### src/rtl/unlock_guard.sv
`default_nettype none
// ============================================================================
// Module   : unlock_guard
// Purpose  : Guarded access sequencer behind the combinational key checker.
//            An accepted attempt is judged one cycle later; a good key opens
//            a timed access window, bad keys are counted and enough
//            consecutive failures trigger a timed lockout.
// Revision : 1.0 - initial release
// ----------------------------------------------------------------------------
// Ports:
//   clk            in   clock, rising edge
//   rst            in   synchronous active-high reset
//   attempt_valid  in   attempt offered this cycle
//   attempt_ready  out  guard can accept an attempt (IDLE only)
//   unlock         in   key-check result from the upstream checker
//   kind [1:0]     in   attempt kind code (checker encoding)
//   relock         in   early close of the open window
//   door_open      out  access window active
//   locked_out     out  lockout active
//   grant_pulse    out  one-cycle grant strobe
//   deny_pulse     out  one-cycle deny strobe
//   fail_count     out  consecutive-failure count, saturates at MAX_FAILS
// Optional macro:
//   UNLOCK_GUARD_ASSERT_EN - embeds invariant assertions and an input
//   stability assumption; functional logic is identical either way.
// ============================================================================
module unlock_guard #(
    parameter int           MAX_FAILS      = 3,
    parameter int           OPEN_CYCLES    = 8,
    parameter int           LOCKOUT_CYCLES = 16,
    parameter logic [1:0]   KIND_OK        = 2'b10
) (
    input  logic                               clk,
    input  logic                               rst,
    input  logic                               attempt_valid,
    output logic                               attempt_ready,
    input  logic                               unlock,
    input  logic [1:0]                         kind,
    input  logic                               relock,
    output logic                               door_open,
    output logic                               locked_out,
    output logic                               grant_pulse,
    output logic                               deny_pulse,
    output logic [$clog2(MAX_FAILS+1)-1:0]     fail_count
);

    localparam int FCW  = $clog2(MAX_FAILS + 1);
    localparam int TMAX = (OPEN_CYCLES > LOCKOUT_CYCLES) ? OPEN_CYCLES : LOCKOUT_CYCLES;
    localparam int TW   = $clog2(TMAX + 1);

    localparam logic [1:0] c_idle    = 2'd0;
    localparam logic [1:0] c_check   = 2'd1;
    localparam logic [1:0] c_open    = 2'd2;
    localparam logic [1:0] c_lockout = 2'd3;

    localparam logic [FCW-1:0] c_max_fails = FCW'(MAX_FAILS);
    localparam logic [FCW-1:0] c_fail_one  = FCW'(1);
    localparam logic [TW-1:0]  c_open_load = TW'(OPEN_CYCLES - 1);
    localparam logic [TW-1:0]  c_lock_load = TW'(LOCKOUT_CYCLES - 1);
    localparam logic [TW-1:0]  c_timer_one = TW'(1);

    logic [1:0]     state_q,      state_d;
    logic           unlock_q,     unlock_d;
    logic [1:0]     kind_q,       kind_d;
    logic [FCW-1:0] fail_count_q, fail_count_d;
    logic [TW-1:0]  timer_q,      timer_d;
    logic           grant_q,      grant_d;
    logic           deny_q,       deny_d;

    logic           w_accept;
    logic           w_success;
    logic [FCW-1:0] w_fail_inc;
    logic [TW-1:0]  w_timer_dec;

    assign w_accept    = attempt_valid && attempt_ready;
    assign w_success   = unlock_q && (kind_q == KIND_OK);
    assign w_fail_inc  = (fail_count_q >= c_max_fails) ? c_max_fails
                                                       : fail_count_q + c_fail_one;
    // Timer floors at zero so a stray extra cycle can never wrap it.
    assign w_timer_dec = (timer_q == '0) ? '0 : timer_q - c_timer_one;

    // ------------------------------------------------------------------------
    // State register
    // ------------------------------------------------------------------------
    always_ff @(posedge clk) begin
        if (rst) begin
            state_q      <= c_idle;
            unlock_q     <= 1'b0;
            kind_q       <= 2'b00;
            fail_count_q <= '0;
            timer_q      <= '0;
            grant_q      <= 1'b0;
            deny_q       <= 1'b0;
        end else begin
            state_q      <= state_d;
            unlock_q     <= unlock_d;
            kind_q       <= kind_d;
            fail_count_q <= fail_count_d;
            timer_q      <= timer_d;
            grant_q      <= grant_d;
            deny_q       <= deny_d;
        end
    end

    // ------------------------------------------------------------------------
    // Next-state logic
    // ------------------------------------------------------------------------
    always_comb begin
        state_d      = state_q;
        unlock_d     = unlock_q;
        kind_d       = kind_q;
        fail_count_d = fail_count_q;
        timer_d      = timer_q;
        grant_d      = 1'b0;
        deny_d       = 1'b0;

        case (state_q)
            c_idle: begin
                // The attempt is captured only here, so the checker inputs
                // are free to change once the guard leaves IDLE.
                if (w_accept) begin
                    unlock_d = unlock;
                    kind_d   = kind;
                    state_d  = c_check;
                end
            end

            c_check: begin
                if (w_success) begin
                    grant_d      = 1'b1;
                    fail_count_d = '0;
                    timer_d      = c_open_load;
                    state_d      = c_open;
                end else begin
                    deny_d       = 1'b1;
                    fail_count_d = w_fail_inc;
                    if (w_fail_inc == c_max_fails) begin
                        timer_d = c_lock_load;
                        state_d = c_lockout;
                    end else begin
                        state_d = c_idle;
                    end
                end
            end

            c_open: begin
                // relock wins over natural expiry.
                if (relock || (timer_q == '0)) begin
                    state_d = c_idle;
                end else begin
                    timer_d = w_timer_dec;
                end
            end

            c_lockout: begin
                if (timer_q == '0) begin
                    fail_count_d = '0;
                    state_d      = c_idle;
                end else begin
                    timer_d = w_timer_dec;
                end
            end

            default: state_d = c_idle;
        endcase
    end

    // ------------------------------------------------------------------------
    // Output decode
    // ------------------------------------------------------------------------
    always_comb begin
        attempt_ready = 1'b0;
        door_open     = 1'b0;
        locked_out    = 1'b0;
        // Ready is masked by rst so nothing is offered during reset even in
        // the cycle before the state register is cleared.
        attempt_ready = (state_q == c_idle) && !rst;
        door_open     = (state_q == c_open);
        locked_out    = (state_q == c_lockout);
    end

    assign grant_pulse = grant_q;
    assign deny_pulse  = deny_q;
    assign fail_count  = fail_count_q;

`ifdef UNLOCK_GUARD_ASSERT_EN
    a_open_lock_excl: assert property (@(posedge clk) disable iff (rst)
        !(door_open && locked_out));
    a_fail_bound: assert property (@(posedge clk) disable iff (rst)
        fail_count <= c_max_fails);
    a_pulse_excl: assert property (@(posedge clk) disable iff (rst)
        !(grant_pulse && deny_pulse));
    a_door_state: assert property (@(posedge clk) disable iff (rst)
        door_open |-> (state_q == c_open));
    a_grant_door: assert property (@(posedge clk) disable iff (rst)
        grant_pulse |-> door_open);
    m_input_stable: assume property (@(posedge clk) disable iff (rst)
        (attempt_valid && !attempt_ready) |=> ($stable(kind) && $stable(unlock)));
`endif

endmodule
`default_nettype wire

### config.mk
export PLATFORM = sky130hd
export DESIGN_NAME = unlock_guard
export DESIGN_NICKNAME = d
export VERILOG_FILES = /design/src/rtl/unlock_guard.sv
export SDC_FILE = /design/constraint.sdc
export NUM_CORES = 1
export LEC_CHECK = 0
export CORE_MARGIN = 2
export CORE_UTILIZATION = 52
export DETAILED_ROUTE_END_ITERATION = 10
export PLACE_DENSITY = 0.82
export SLEW_MARGIN = 20
export SYNTH_ARGS = -nofsm -noshare
export SYNTH_HDL_FRONTEND = slang
export SYNTH_SLANG_ARGS = --single-unit
### constraint.sdc
create_clock -name clk -period 4.6 [get_ports clk]
set_clock_uncertainty 0.1 [all_clocks]
set_input_delay 0.46 -clock clk [delete_from_list [all_inputs] [get_ports clk]]
set_output_delay 0.46 -clock clk [all_outputs]
set_load 0.02 [all_outputs]
Yosys cells after proc, flatten, opt, wreduce, memory -nomap -nowiden:

Cells that the tools add are included.

* add/subtract/negate cells: 2
* $mul: 0
* reduce and logical (&&, ||, !) cells: 14
* $lt $le $gt $ge: 1
* bitwise operators: 1
* equal/unequal tests: 11
* divide/modulo/power cells: 0
* mux-type cells: 17
* shift-type cells: 0

Operators by type and width (count)
* 5-bit 2-to-1 mux: 5
* 5-bit case mux with 3 select lines: 1
* 2-bit 2-to-1 mux: 7
* 2-bit == test, second input constant: 4
* 2-bit case mux with 4 select lines: 1
* 2-bit != test, second input constant: 3
* 5-bit zero test: 1
* 5-bit by 1-bit subtractor with 5-bit output, second input constant: 1
* 2-bit by 1-bit != test with 1-bit output, second input constant: 2
* 2-bit case mux with 2 select lines: 1
* 2-bit AND reduction: 2
* 4-bit AND reduction: 1
* 1-bit logical AND: 3
* 3-bit != test, second input constant: 1
* 3-bit AND reduction: 1
* 3-bit nonzero test: 1
* 2-bit by 1-bit adder with 2-bit output, second input constant: 1
* 2-bit by 1-bit == test with 1-bit output, second input constant: 1
* 2-bit >= comparator, second input constant: 1
* 2-bit zero test: 1
* 1-bit 2-to-1 mux: 2
* 2-bit nonzero test: 1
* 2-bit OR reduction: 1
* 1-bit zero test: 1
* 2 further kinds: 2

* bits of input ports: 7
* memories: 0
* memory bits (writable): 0
* register bits: 14
* bits in latches: 0
* bits in read-only memories: 0
* logic and storage cells: 53

Logic depth before layout (Yosys ltp):

* depth in word-level cells: 6
* depth in mapped cells: 6
* depth with buffers taken out: 6

Least setup slack after synthesis:

No wires, ideal clock.

* path kind: input to register
* start: input port rst
* end: register kind_q[0]
* library setup time: 0.127 ns
* cell stages on the path: 3
* path buffers: 0
* arrival time: 1.359 ns
* data required time: 4.373 ns
* slack: 3.015 ns
* cell sequence: nor3_1 -> and2_0 -> o21ai_0

* cells in the longest elaborated chain, start to end: 4

Ends and longest elaborated chain
* from (decl): RTL line 34 `input logic rst,`
* 1-bit zero test: RTL line 177 `attempt_ready = (state_q == c_idle) && !rst;`
* 1-bit logical AND: RTL line 177
* 1-bit logical AND: RTL line 75 `assign w_accept = attempt_valid && attempt_ready;`
* 2-bit AND reduction (no source line)
* to (signal assigned): RTL line 97 `kind_q <= kind_d;`
* to (decl): RTL line 64 `logic [1:0] kind_q, kind_d;`

Parallel ways exist; a longest one is shown, timed or not.
A chain may end at the register's enable or synchronous reset.

Final worst setup path:

* start: input port rst
* end: output port attempt_ready

* cells in the longest elaborated chain, start to end: 2

Ends and longest elaborated chain
* 1-bit zero test: RTL line 177
* 1-bit logical AND: RTL line 177
* to (decl): RTL line 36 `output logic attempt_ready,`

Every way passes these cells.

==> impl_metrics.env <==
export IMPL_antenna_found_initial=0
export IMPL_hold_path_class="flip-flop to flip-flop"
export IMPL_path_max_fanout=17
export IMPL_final_max_slew_viol_count=0
export IMPL_drc=0
export IMPL_portBuffers=13
export IMPL_numCtsBuffers=3
export IMPL_netlist_area_leader_share_pct=39.44
export IMPL_startpoint_type="input port"
export IMPL_fmax_mhz=378.0
export IMPL_irDropWorstVdd_mv=0.2219
export IMPL_synth_top_family_by_area="simple AND/OR/NAND/NOR gates"
export IMPL_syn_area_per_cell_sq_um=8.667
export IMPL_crit_path_cell_trace="clkdlybuf4s50_1 > nor3_1 > clkdlybuf4s50_1"
export IMPL_outcome="complete, no violations"
export IMPL_rrSetupSlack_ns=2.81
export IMPL_syn_num_nets=90
export IMPL_synthXorXnorAreaFrac_pct=0
export IMPL_ys_seq_elements=14
export IMPL_die_area_sq_mm=0.001679
export IMPL_synth_main_ff_cell="dfxtp_1"
export IMPL_core_area_sq_mm=0.001285
export IMPL_detail_route_wl_per_cell_microns=12.21
export IMPL_seq_area_frac_synth_pct=39.44
export IMPL_area_growth_pct=24.47
export IMPL_drive_gt1_share_pct=11.46
export IMPL_worst_pin_slew_ns=0.5360
export IMPL_postRouteAntennaNets=0
export IMPL_cts_root_buf="clkbuf_4"
export IMPL_place_gp_congestion=0.7231
export IMPL_synth_compound_gate_area_share_pct=23.42
export IMPL_min_period_ns=2.645
export IMPL_htree_levels=1
export IMPL_async_reset_ff_share_pct=0
export IMPL_tns_ns=0
export IMPL_grt_setup_unrepaired="no"
export IMPL_critPathArrivalTime_ns=2.09
export IMPL_fin_nets=105
export IMPL_hold_viol=0
export IMPL_grt_start_max_net_pins=18
export IMPL_grt_pass1_vias=491
export IMPL_cts_sinks=14
export IMPL_synth_fa_ha_area_share_pct=1.761
export IMPL_setup_viol=0
export IMPL_grt_pass1_wl_microns=2173
export IMPL_placed_area_sq_um=848.3
export IMPL_design_area_sq_um=884.6
export IMPL_num_antenna_cells=0
export IMPL_dieWidth_microns=40.97
export IMPL_grt_use_total_pct=19.69
export IMPL_io_pin_count=14
export IMPL_post_cts_buffers=0
export IMPL_grt_overflow=0
export IMPL_yosysWarnings=0
export IMPL_synth_largest_area_cell="dfxtp_1"
export IMPL_cp_top_family="buffers and inverters"
export IMPL_std_cell_rows=13
export IMPL_path_clk_slew_ns=0.08
export IMPL_power_leakage_nw=0.3168
export IMPL_required_ns=4.04
export IMPL_critPathKind="input port to output port"
export IMPL_yosys_top_cells_area="dfxtp_1 39%, nand2b_1 6.2%, nor2_1 5.3%, nor3_1 4.2%, a21oi_1 3.5%"
export IMPL_endpoint_kind="output port"
export IMPL_drt_first_pass_iters=5
export IMPL_fin_cells=111
export IMPL_vias=632
export IMPL_max_stage_delay_ns=0.68
export IMPL_fp_dieH_microns=40.97
export IMPL_postCtsHoldBufs=0
export IMPL_insertion_delay_ns=0.28
export IMPL_synth_simple_gate_area_share_pct=31.69
export IMPL_powerDensity_mw_per_mm2=324.7
export IMPL_drt_iter0_markers=15
export IMPL_yosys_cell_types_count=32
export IMPL_cts_resized=0
export IMPL_cp_num_buf_inv=2
export IMPL_slew_headroom_pct=64.15
export IMPL_hold_worst_slack_ns=0.3875
export IMPL_synth_edff_count=0
export IMPL_syn_cell_area_sq_um=710.7
export IMPL_synthCells=82
export IMPL_crit_top_cell="clkdlybuf4s50_1"
export IMPL_synth_area_mux_share_pct=0
export IMPL_cts_tree="yes"
export IMPL_floorplan_initialDensity_pct=55.31
export IMPL_layout_worst_path_cycle_share_pct=57.51
export IMPL_finalPower_mw=0.2873
export IMPL_hpwl_microns=987.1
export IMPL_cp_slowest_cell="clkdlybuf4s50_1"
export IMPL_clock_path_buffers=2
export IMPL_dp_cells=107
export IMPL_drv_cap=0
export IMPL_vias_per_cell=5.694
export IMPL_wirelength_microns=1355
==> cell families after synthesis <==
| logic type | Yosys count |
|---|---|
| simple gates | 39 |
| compound gates | 21 |
| flops | 14 |
| buf+inv | 7 |
| fa+ha+maj | 1 |
==> cell type report <==
type	count	area (sq um)
tap	15	18.77
multi-input combinational	61	404.1
inverter	4	15.01
clock buffer	4	36.28
fill	94	400.4
sequential	14	280.3
timing repair buffer	13	130.1
==> cell usage in the layout, fill, tap and decap left out, drive strengths merged, types with 2 or more instances in the layout <==
cell type,n
nor3,6
o21ai,5
clkbuf,4
clkdlybuf4s50,13
dfxtp,14
and2,2
a221oi,2
nor4b,2
nand2,7
inv,4
nor2,10
a21oi,5
nand2b,7
==> through the flow <==
step,util (%),setup slack [ns]
finish,68.84,1.955
global route,68.84,1.826
CTS,68.84,1.980
detailed placement,66.02,1.979
global placement,66.02,1.982
floorplan,-,3.015
==> power by group <==
part | internal, mW | switching, mW | total, mW
sequential | 0.130 | 0.0109 | 0.141
combinational | 0.0299 | 0.0271 | 0.0570
clock | 0.0481 | 0.0414 | 0.0895
==> worst register-to-register path, delay by kind of cell, from the launching register on <==
family          cells  cell delay [ns]
buf+inv             1             0.10
compound gates      1             0.26
flops               1             0.33
simple gates        3             0.62
fa+ha+maj           1             0.24
==> path summary, 6_finish.rpt <==
check / startpoint / to / depth (start not counted)
setup / recovery: rst / attempt_ready / 3
hold / removal: kind_q[1] / kind_q[1] / 2
setup reg to reg: timer_q[0] / state_q[0] / 6
hold reg to reg: kind_q[1] / kind_q[1] / 2
==> layer usage <==
metal / track usage (%) / vias up / wire, microns
li1: - / 321 / -
met5: 0 / - / 0
met3: 3.261 / 3 / 38
met1: 26.89 / 299 / 689
met2: 30.47 / 9 / 618
met4: 7.500 / 0 / 8
==> cells in the mapped netlist (3+ instances only) <==
library cell,count
a21oi_1,5
clkbuf_1,3
dfxtp_1,14
inv_1,4
nand2_1,6
nand2b_1,7
nor2_1,10
nor3_1,6
o21ai_0,4
==> sequential cells by signal, indices dropped and copies added, names as in the netlist <==
| signal | count |
|---|---|
| fail_count | 2 |
| grant_pulse | 1 |
| unlock_q | 1 |
| kind_q | 2 |
| state_q | 2 |
| timer_q | 5 |
| deny_pulse | 1 |
No activity file was read; power rests on OpenSTA's default activity.
